## src/rtl/arith_pkg.sv

```systemverilog
// Shared types for the handshaked add/mul/mac pipeline.
package arith_pkg;

    typedef enum logic [1:0] {
        OP_ADD     = 2'd0,
        OP_MUL     = 2'd1,
        OP_ADD_MUL = 2'd2,
        OP_MAC     = 2'd3
    } op_e;

    localparam int OP_W = 2;

endpackage

```

## src/rtl/arith_pipe_stage.sv

```systemverilog
// Generic valid/ready register slice: one entry, full throughput when the
// downstream side keeps draining.
module arith_pipe_stage #(
    parameter int DATA_W = 8
) (
    input  logic              clk,
    input  logic              rst_n,
    input  logic              in_valid,
    output logic              in_ready,
    input  logic [DATA_W-1:0] in_data,
    output logic              out_valid,
    input  logic              out_ready,
    output logic [DATA_W-1:0] out_data
);

    logic              valid_q, valid_d;
    logic [DATA_W-1:0] data_q, data_d;

    assign in_ready  = !valid_q || out_ready;
    assign out_valid = valid_q;
    assign out_data  = data_q;

    always_comb begin
        valid_d = valid_q;
        data_d  = data_q;
        if (in_ready) begin
            valid_d = in_valid;
            if (in_valid) data_d = in_data;
        end
    end

    always_ff @(posedge clk) begin
        if (!rst_n) begin
            valid_q <= 1'b0;
            data_q  <= '0;
        end else begin
            valid_q <= valid_d;
            data_q  <= data_d;
        end
    end

endmodule

```

## src/rtl/arith_pipe.sv

```systemverilog
// Two-stage ADD / MUL / ADD_MUL / MAC pipeline with valid/ready on both sides.
// Stage 1 pre-adds (or forwards a); stage 2 multiplies and owns the accumulator.
module arith_pipe
    import arith_pkg::*;
#(
    parameter int               WIDTH    = 32,
    parameter logic [WIDTH-1:0] ACC_INIT = '0
) (
    input  logic             clk,
    input  logic             rst_n,
    input  logic             in_valid,
    output logic             in_ready,
    input  op_e              op,
    input  logic [WIDTH-1:0] a,
    input  logic [WIDTH-1:0] b,
    input  logic [WIDTH-1:0] c,
    input  logic             acc_clr,
    output logic             out_valid,
    input  logic             out_ready,
    output logic [WIDTH-1:0] result,
    output logic             ovf
);

    typedef struct packed {
        op_e              op;
        logic [WIDTH:0]   sum;
        logic [WIDTH-1:0] b;
        logic [WIDTH-1:0] c;
    } s1_t;

    localparam int S1_W = $bits(s1_t);

    s1_t             s1_in, s1_q;
    logic [S1_W-1:0] s1_bits;
    logic            s1_valid, s1_ready;

    // MUL/MAC reuse the sum field to carry a into stage 2.
    always_comb begin
        s1_in.op = op;
        s1_in.b  = b;
        s1_in.c  = c;
        if (op == OP_MUL || op == OP_MAC) s1_in.sum = {1'b0, a};
        else                              s1_in.sum = {1'b0, a} + {1'b0, b};
    end

    arith_pipe_stage #(.DATA_W(S1_W)) u_s1 (
        .clk       (clk),
        .rst_n     (rst_n),
        .in_valid  (in_valid),
        .in_ready  (in_ready),
        .in_data   (s1_in),
        .out_valid (s1_valid),
        .out_ready (s1_ready),
        .out_data  (s1_bits)
    );

    assign s1_q = s1_t'(s1_bits);

    logic             out_valid_q, out_valid_d;
    logic [WIDTH-1:0] result_q, result_d;
    logic             ovf_q, ovf_d;
    logic [WIDTH-1:0] acc_q, acc_d;

    logic               load;
    logic [WIDTH-1:0]   acc_base, mul_rhs, res;
    logic [2*WIDTH-1:0] prod;
    logic [2*WIDTH:0]   mac;
    logic               res_ovf;

    assign s1_ready = !out_valid_q || out_ready;
    assign load     = s1_valid && s1_ready;

    always_comb begin
        // A clear in the same cycle as a MAC load takes effect before the add.
        acc_base = acc_clr ? ACC_INIT : acc_q;
        mul_rhs  = (s1_q.op == OP_ADD_MUL) ? s1_q.c : s1_q.b;
        prod     = {{WIDTH{1'b0}}, s1_q.sum[WIDTH-1:0]} * {{WIDTH{1'b0}}, mul_rhs};
        mac      = {{(WIDTH+1){1'b0}}, acc_base} + {1'b0, prod};
        res      = s1_q.sum[WIDTH-1:0];
        res_ovf  = s1_q.sum[WIDTH];
        case (s1_q.op)
            OP_ADD: begin
                res     = s1_q.sum[WIDTH-1:0];
                res_ovf = s1_q.sum[WIDTH];
            end
            OP_MUL: begin
                res     = prod[WIDTH-1:0];
                res_ovf = |prod[2*WIDTH-1:WIDTH];
            end
            OP_ADD_MUL: begin
                res     = prod[WIDTH-1:0];
                res_ovf = s1_q.sum[WIDTH] | (|prod[2*WIDTH-1:WIDTH]);
            end
            OP_MAC: begin
                res     = mac[WIDTH-1:0];
                res_ovf = |mac[2*WIDTH:WIDTH];
            end
            default: ;
        endcase
    end

    always_comb begin
        out_valid_d = out_valid_q;
        result_d    = result_q;
        ovf_d       = ovf_q;
        acc_d       = acc_base;
        if (load) begin
            out_valid_d = 1'b1;
            result_d    = res;
            ovf_d       = res_ovf;
            if (s1_q.op == OP_MAC) acc_d = res;
        end else if (out_ready) begin
            out_valid_d = 1'b0;
        end
    end

    always_ff @(posedge clk) begin
        if (!rst_n) begin
            out_valid_q <= 1'b0;
            result_q    <= '0;
            ovf_q       <= 1'b0;
            acc_q       <= ACC_INIT;
        end else begin
            out_valid_q <= out_valid_d;
            result_q    <= result_d;
            ovf_q       <= ovf_d;
            acc_q       <= acc_d;
        end
    end

    assign out_valid = out_valid_q;
    assign result    = result_q;
    assign ovf       = ovf_q;

endmodule

```

## config.mk

```make
export PLATFORM = sky130hd
export DESIGN_NAME = arith_pipe
export DESIGN_NICKNAME = d
export VERILOG_FILES = /design/src/rtl/arith_pkg.sv /design/src/rtl/arith_pipe_stage.sv /design/src/rtl/arith_pipe.sv
export SDC_FILE = /design/constraint.sdc
export NUM_CORES = 2
export LEC_CHECK = 0
export BUFFER_PORTS_ARGS = -buffer_cell sky130_fd_sc_hd__buf_2
export CAP_MARGIN = 40
export CORE_ASPECT_RATIO = 0.5
export CORE_UTILIZATION = 50
export DETAILED_ROUTE_END_ITERATION = 12
export MAX_ROUTING_LAYER = met4
export PLACE_DENSITY = 0.72
export SYNTH_ARGS = -nofsm -noshare
export SYNTH_HDL_FRONTEND = slang
export SYNTH_SLANG_ARGS = --single-unit
```

## constraint.sdc

```tcl
create_clock -name clk -period 14.75 [get_ports clk]
set_input_delay 2.95 -clock clk [delete_from_list [all_inputs] [get_ports clk]]
set_output_delay 2.95 -clock clk [all_outputs]
set_load 0.02 [all_outputs]
```

Word-level counts from Yosys, hierarchy flattened
Cells that the tools add are included.
- flip-flop bits (word level): 166
- bits in latches: 0
- bits in writable memories: 0
- ROM bits: 0
- bits of input ports: 103
- output and inout port bits: 35
- word-level logic and storage cells: 36
- memories kept: 0
- add/sub/neg operators: 2
- multipliers: 1
- div/mod/pow operators: 0
- order comparisons: 0
- eq/ne operators: 5
- shift-type cells: 0
- mux-type cells: 9
- bitwise operators: 1
- reduce and logical (&&, ||, !) cells: 12
- operators by type and width (kind ; count):
    32-bit 2-to-1 mux ; 4
    32-bit case mux with 3 select lines ; 1
    32-bit by 64-bit adder with 65-bit output ; 1
    32-bit by 32-bit multiplier with 64-bit output ; 1
    32-bit by 32-bit adder with 33-bit output ; 1
    33-bit 2-to-1 mux ; 1
    33-bit OR reduction ; 1
    32-bit OR reduction ; 1
    2-bit equality test, second input constant ; 3
    2-bit by 1-bit equality test with 1-bit output, second input constant ; 2
    1-bit case mux with 4 select lines ; 1
    1-bit logical OR ; 3
    1-bit logical NOT ; 2
    2-bit logical NOT ; 1
    1-bit 2-to-1 mux ; 2
    2-bit AND reduction ; 1
    2-bit nonzero test ; 1
    2-bit OR reduction ; 1
    1-bit logical AND ; 1
    1-bit OR ; 1

Depth between registers and ports, before layout
- depth in word-level cells: 7
- gate-level depth with buffers: 46
- gate-level depth less buffers: 41

Modules after synthesis
From an unflattened synthesis, not the netlist that was laid out.
- cells, all modules: 5095
- area, all modules: 44522.7 µm²
- by module, submodules not included (module ; instances ; cells each ; area an instance (µm²) ; sequential area each (µm²)):
    arith_pipe ; 1 ; 4661 ; 40593.9 ; 1321.3
    arith_pipe_stage ; 1 ; 434 ; 3928.8 ; 2001.9

Worst setup path before layout
OpenSTA, ideal clock, no wires.
- path type: reg-to-reg
- start point: register u_s1.data_q[97] (netlist: u_s1.out_data[97])
- end point: register ovf_q (netlist: ovf)
- library setup time: 122 ps
- data arrival time: 10916 ps
- required time: 14628 ps
- setup slack: 3712 ps
- stages on the path, launching flop included: 42
- path buffers: 3
- period minus slack after synthesis: 11038 ps
- cell sequence: dfxtp_1 -> inv_1 -> ha_1 -> clkbuf_1 -> clkbuf_1 -> clkbuf_1 -> mux2i_1 -> nor2_1 -> fa_1 -> fa_1 -> fa_1 -> inv_1 -> fa_1 -> inv_1 -> fa_1 -> inv_1 -> fa_1 -> inv_1 -> [6 not listed] -> or3_1 -> a21oi_1 -> nor2_1 -> nor2_1 -> xnor2_1 -> ha_1 -> nand2_1 -> or2_2 -> or2_2 -> a21oi_1 -> o2111a_1 -> nand2_1 -> or2_2 -> a211oi_1 -> nand4b_1 -> nor4_4 -> nand3_1 -> o311a_1
- longest elaborated chain between the ends: 6
- elaborated cells between the ends (all ways): 11
- those cells by class: 1 x add/sub; 1 x mul; 3 x eq/ne; 2 x mux; 1 x bitwise; 3 x reduce/logical
- RTL lines (what ; line ; RTL):
    start: declaration ; arith_pipe_stage.sv:17 ; logic [DATA_W-1:0] data_q, data_d;
    start signal: assignment ; arith_pipe_stage.sv:38 ; data_q <= data_d;
    2-bit equality test ; arith_pipe.sv:76, arith_pipe.sv:81 ;
    32-bit 2-to-1 mux ; arith_pipe.sv:76 ; mul_rhs = (s1_q.op == OP_ADD_MUL) ? s1_q.c : s1_q.b;
    32-bit by 32-bit multiplier with 64-bit output ; arith_pipe.sv:77 ; prod = {{WIDTH{1'b0}}, s1_q.sum[WIDTH-1:0]} * {{WIDTH{1'b0}}, mul_rhs};
    32-bit by 64-bit adder with 65-bit output or 32-bit OR reduction (tied branches) ; arith_pipe.sv:78, arith_pipe.sv:88, arith_pipe.sv:92 ;
    33-bit OR reduction or 1-bit OR (tied branches) ; arith_pipe.sv:96, arith_pipe.sv:92 ;
    1-bit case mux with 4 select lines * ; arith_pipe.sv:81 ; case (s1_q.op)
    end signal: assignment ; arith_pipe.sv:126 ; ovf_q <= ovf_d;
    end: declaration ; arith_pipe.sv:61 ; logic ovf_q, ovf_d;
Mark *: on every way between the ends. The rest lies on a longest branch, timed or not.
A chain may end at the register's enable or synchronous reset.

Worst setup path in the final report
Same ends and word-level chain as after synthesis.

==> results.yml <==
power:
  switchingPower_mw: 2.89
  powerDensity_nw_per_um2: 107
  internal-power_mw: 2.11
  comb_power_share: 0.796
  seqPwrFrac: 0.099
  irDropWorstVdd_mv: 0.128
  switching_share: 0.578
  leakagePower_nw: 19.6
  pwr-share-clk: 0.105
grt:
  grt_first_pass_wirelength_um: 230000
  use_met1: 0.477
  overflow: 0
  busiest_layer: "met2"
  use_met3: 0.105
  grt_pass1_vias: 38500
  track_usage: 0.350
  antenna_found_initial: 14
  grt_max_degree: 71
  grtUsageMet2: 0.503
sta:
  tightest_slew_ns: 0.997
  setup_tns_ns: 0
  drv_slew: 0
  fmax_mhz: 82.5
  rsz0062_at_grt: "false"
  hold_viol: 0
  setup-violations-final: 0
  max_slew_margin: 0.331
  fin_crit_sh: 0.822
  worst_hold_slack_ns: 0.455
  layout_min_cycle_time_ns: 12.12
  skew_ns: 0.0327
cts:
  clockBufferDepth: 2
  post_cts_resized: 0
  cts_root_buf: "clkbuf_16"
  cts_made_buffers: 17
  clk_pin_slew_ns: 0.09
  holdBufCountCts: 0
  postCtsSetupRepairBufs: 0
  cts_sinks: 166
  h-tree-depth: 4
  clkLatencyLatePin_ns: 0.52
  cts_tree: "done"
floorplanning:
  rows: 76
  die_y_um: 212
  start_util: 0.509
  ios: 138
  dieArea_um2: 89500
  fp.coreArea_um2: 86700
  die_w_um: 422
job:
  cap_violations: 0
route:
  drcViolationCount: 0
  via_count: 37000
  wirelength_um: 148000
  drt_iter0_markers: 4027
  drtAntennaViolNets: 0
  via_per_inst: 5.95
  post_drt_wl_per_cell_um: 23.8
  drt_pass1_iterations: 6
setup_path:
  max_stage_delay_ns: 0.76
  worstPathMaxFanout: 28
  crit_top_cell: "fa_1"
  critPathCaptureType: "flop"
  cp_slowest_cell: "fa_1"
  critPathArrivalTime_ns: 12.54
  critPathLaunchType: "flop"
  crit_type: "flop to flop"
  required_ns: 15.17
logic_synthesis:
  async_flop_share: 0
  ys_seq_area_frac: 0.0753
  synth_area_per_cell_um2: 8.67
  synth-seq-cells: 166
  yosysTopAreaCell: "fa_1"
  synth_edf_count: 0
  yosysWarnings: 0
  synth_cells: 5090
  ys_types: 95
  synth_top_area_frac: 0.407
  synth.top_cells.by_area: "fa_1 (41%), ha_1 (9.4%), dfxtp_1 (7.5%)"
  ys.flop_type: "dfxtp_1"
  syn_area_um2: 44100
  syn-num-nets: 6422
placed_design:
  gp_congestion: 1.10
  numPortBuffers: 137
  hpwl_um: 118000
  place_area_um2: 45900
final_layout:
  design_area_um2: 46600
  final_nets: 6368
  drive_above_1_share: 0.0648
  nFillCells: 8006
  synthToLayoutAreaGrowth_pct: 5.53
hold_path:
  holdCritPathClass: "flop to flop"
run_status:
  status: "finished, final reports clean"
==> flip-flops by register name (all words and copies together) (netlist names) <==
register / count
acc_q: 32
ovf: 1
result: 32
out_valid: 1
u_s1.out_data: 99
u_s1.out_valid: 1
==> worst max-delay path, delay by kind of cell (launching register included) <==
family | cells | cell delay (ns)
DFF | 1 | 0.34
and+or+nand+nor | 10 | 2.21
muxes | 1 | 0.66
AOI/OAI and AO/OA | 8 | 2.06
buffers and inverters | 6 | 0.84
xor gates and xnor gates | 1 | 0.20
adders and majority gates | 11 | 5.59
==> cell type report <==
class	instances	area, um2	area share
Multi-Input combinational cell	3918	37000	0.795
Sequential cell	166	3320	0.0713
Inverter	715	2690	0.0577
Tap cell	1170	1460	0.0314
Timing Repair Buffer	218	1420	0.0305
Clock buffer	17	425	0.00913
Clock inverter	15	213	0.00457
Antenna cell	8	20.0	0.000430
==> layout by cell type, fill, tap and decap left out, drive strengths merged, types with 36 or more instances in the layout <==
master    n
buf     218
nor2b   104
and2    399
a21o     65
nand2b   36
nand3    52
xnor2    71
nand2   751
dfxtp   166
nor2    314
xor2     39
o21ai   130
fa      898
ha      331
inv     719
a21oi   277
==> path summary, 6_finish.rpt <==
kind,start,endpoint,slack (ns),depth (start not counted)
worst max-delay path,u_s1.out_data[97],ovf,2.63,37
worst min-delay path,result[8],result[8],0.46,2
worst max register to register,u_s1.out_data[97],ovf,2.63,37
worst min register to register,result[8],result[8],0.46,2
==> logic make-up after synthesis <==
kind of cell / Yosys count / synth area share
mux: 61 / 0.0147
simple gates: 1808 / 0.196
fa+ha+maj: 1229 / 0.501
buf+inv: 1006 / 0.0866
xor+xnor: 110 / 0.0222
compound gates: 710 / 0.104
flops: 166 / 0.0753
==> metrics by stage <==
stage                     total power [mW]  setup slack (ns)  instances   util
after global routing                  5.31              2.18       6224  0.537
after global placement                4.22              2.83       6168  0.526
after floorplan                       2.96              3.71       5090      -
final                                 5.00              2.63       6227  0.537
after CTS                             4.83              2.82       6218  0.537
after detailed placement              4.26              2.86       6186  0.529
==> cell usage after synthesis, types with 9 or more instances <==
library cell,instances
fa_1,898
nand2_1,750
inv_1,710
and2_1,398
ha_1,331
nor2_1,313
a21oi_1,277
clkbuf_1,268
dfxtp_1,166
o21ai_0,124
nor2b_1,104
xnor2_1,70
a21o_1,65
nand3_1,51
xor2_1,38
nand2b_1,36
nand4_1,34
mux2i_1,31
o211ai_1,31
mux2_2,30
a211oi_1,25
nor3_1,24
o21bai_1,22
or3_1,20
o21a_1,18
and3_1,16
a221o_1,15
a221oi_1,14
nor4_1,12
a31oi_1,11
buf_2,11
o31ai_1,10
or2_2,10
and4_1,9
==> power groups by stage <==
stage                     logic (mW)  registers [mW]  clock network [mW]
final                           3.97           0.497               0.524
after global routing            4.27           0.498               0.544
after CTS                       3.80           0.495               0.531
after detailed placement        3.75           0.505                   0
after global placement          3.71           0.506                   0
after floorplan                 2.45           0.501                   0
==> metal layers <==
| layer | up-vias | wire (um) |
|---|---|---|
| met3 | 276 | 19500 |
| met2 | 2042 | 62000 |
| met5 | - | 0 |
| li1 | 15900 | - |
| met4 | 0 | 4290 |
| met1 | 18800 | 62300 |
Power figures use the tool's default switching activity.
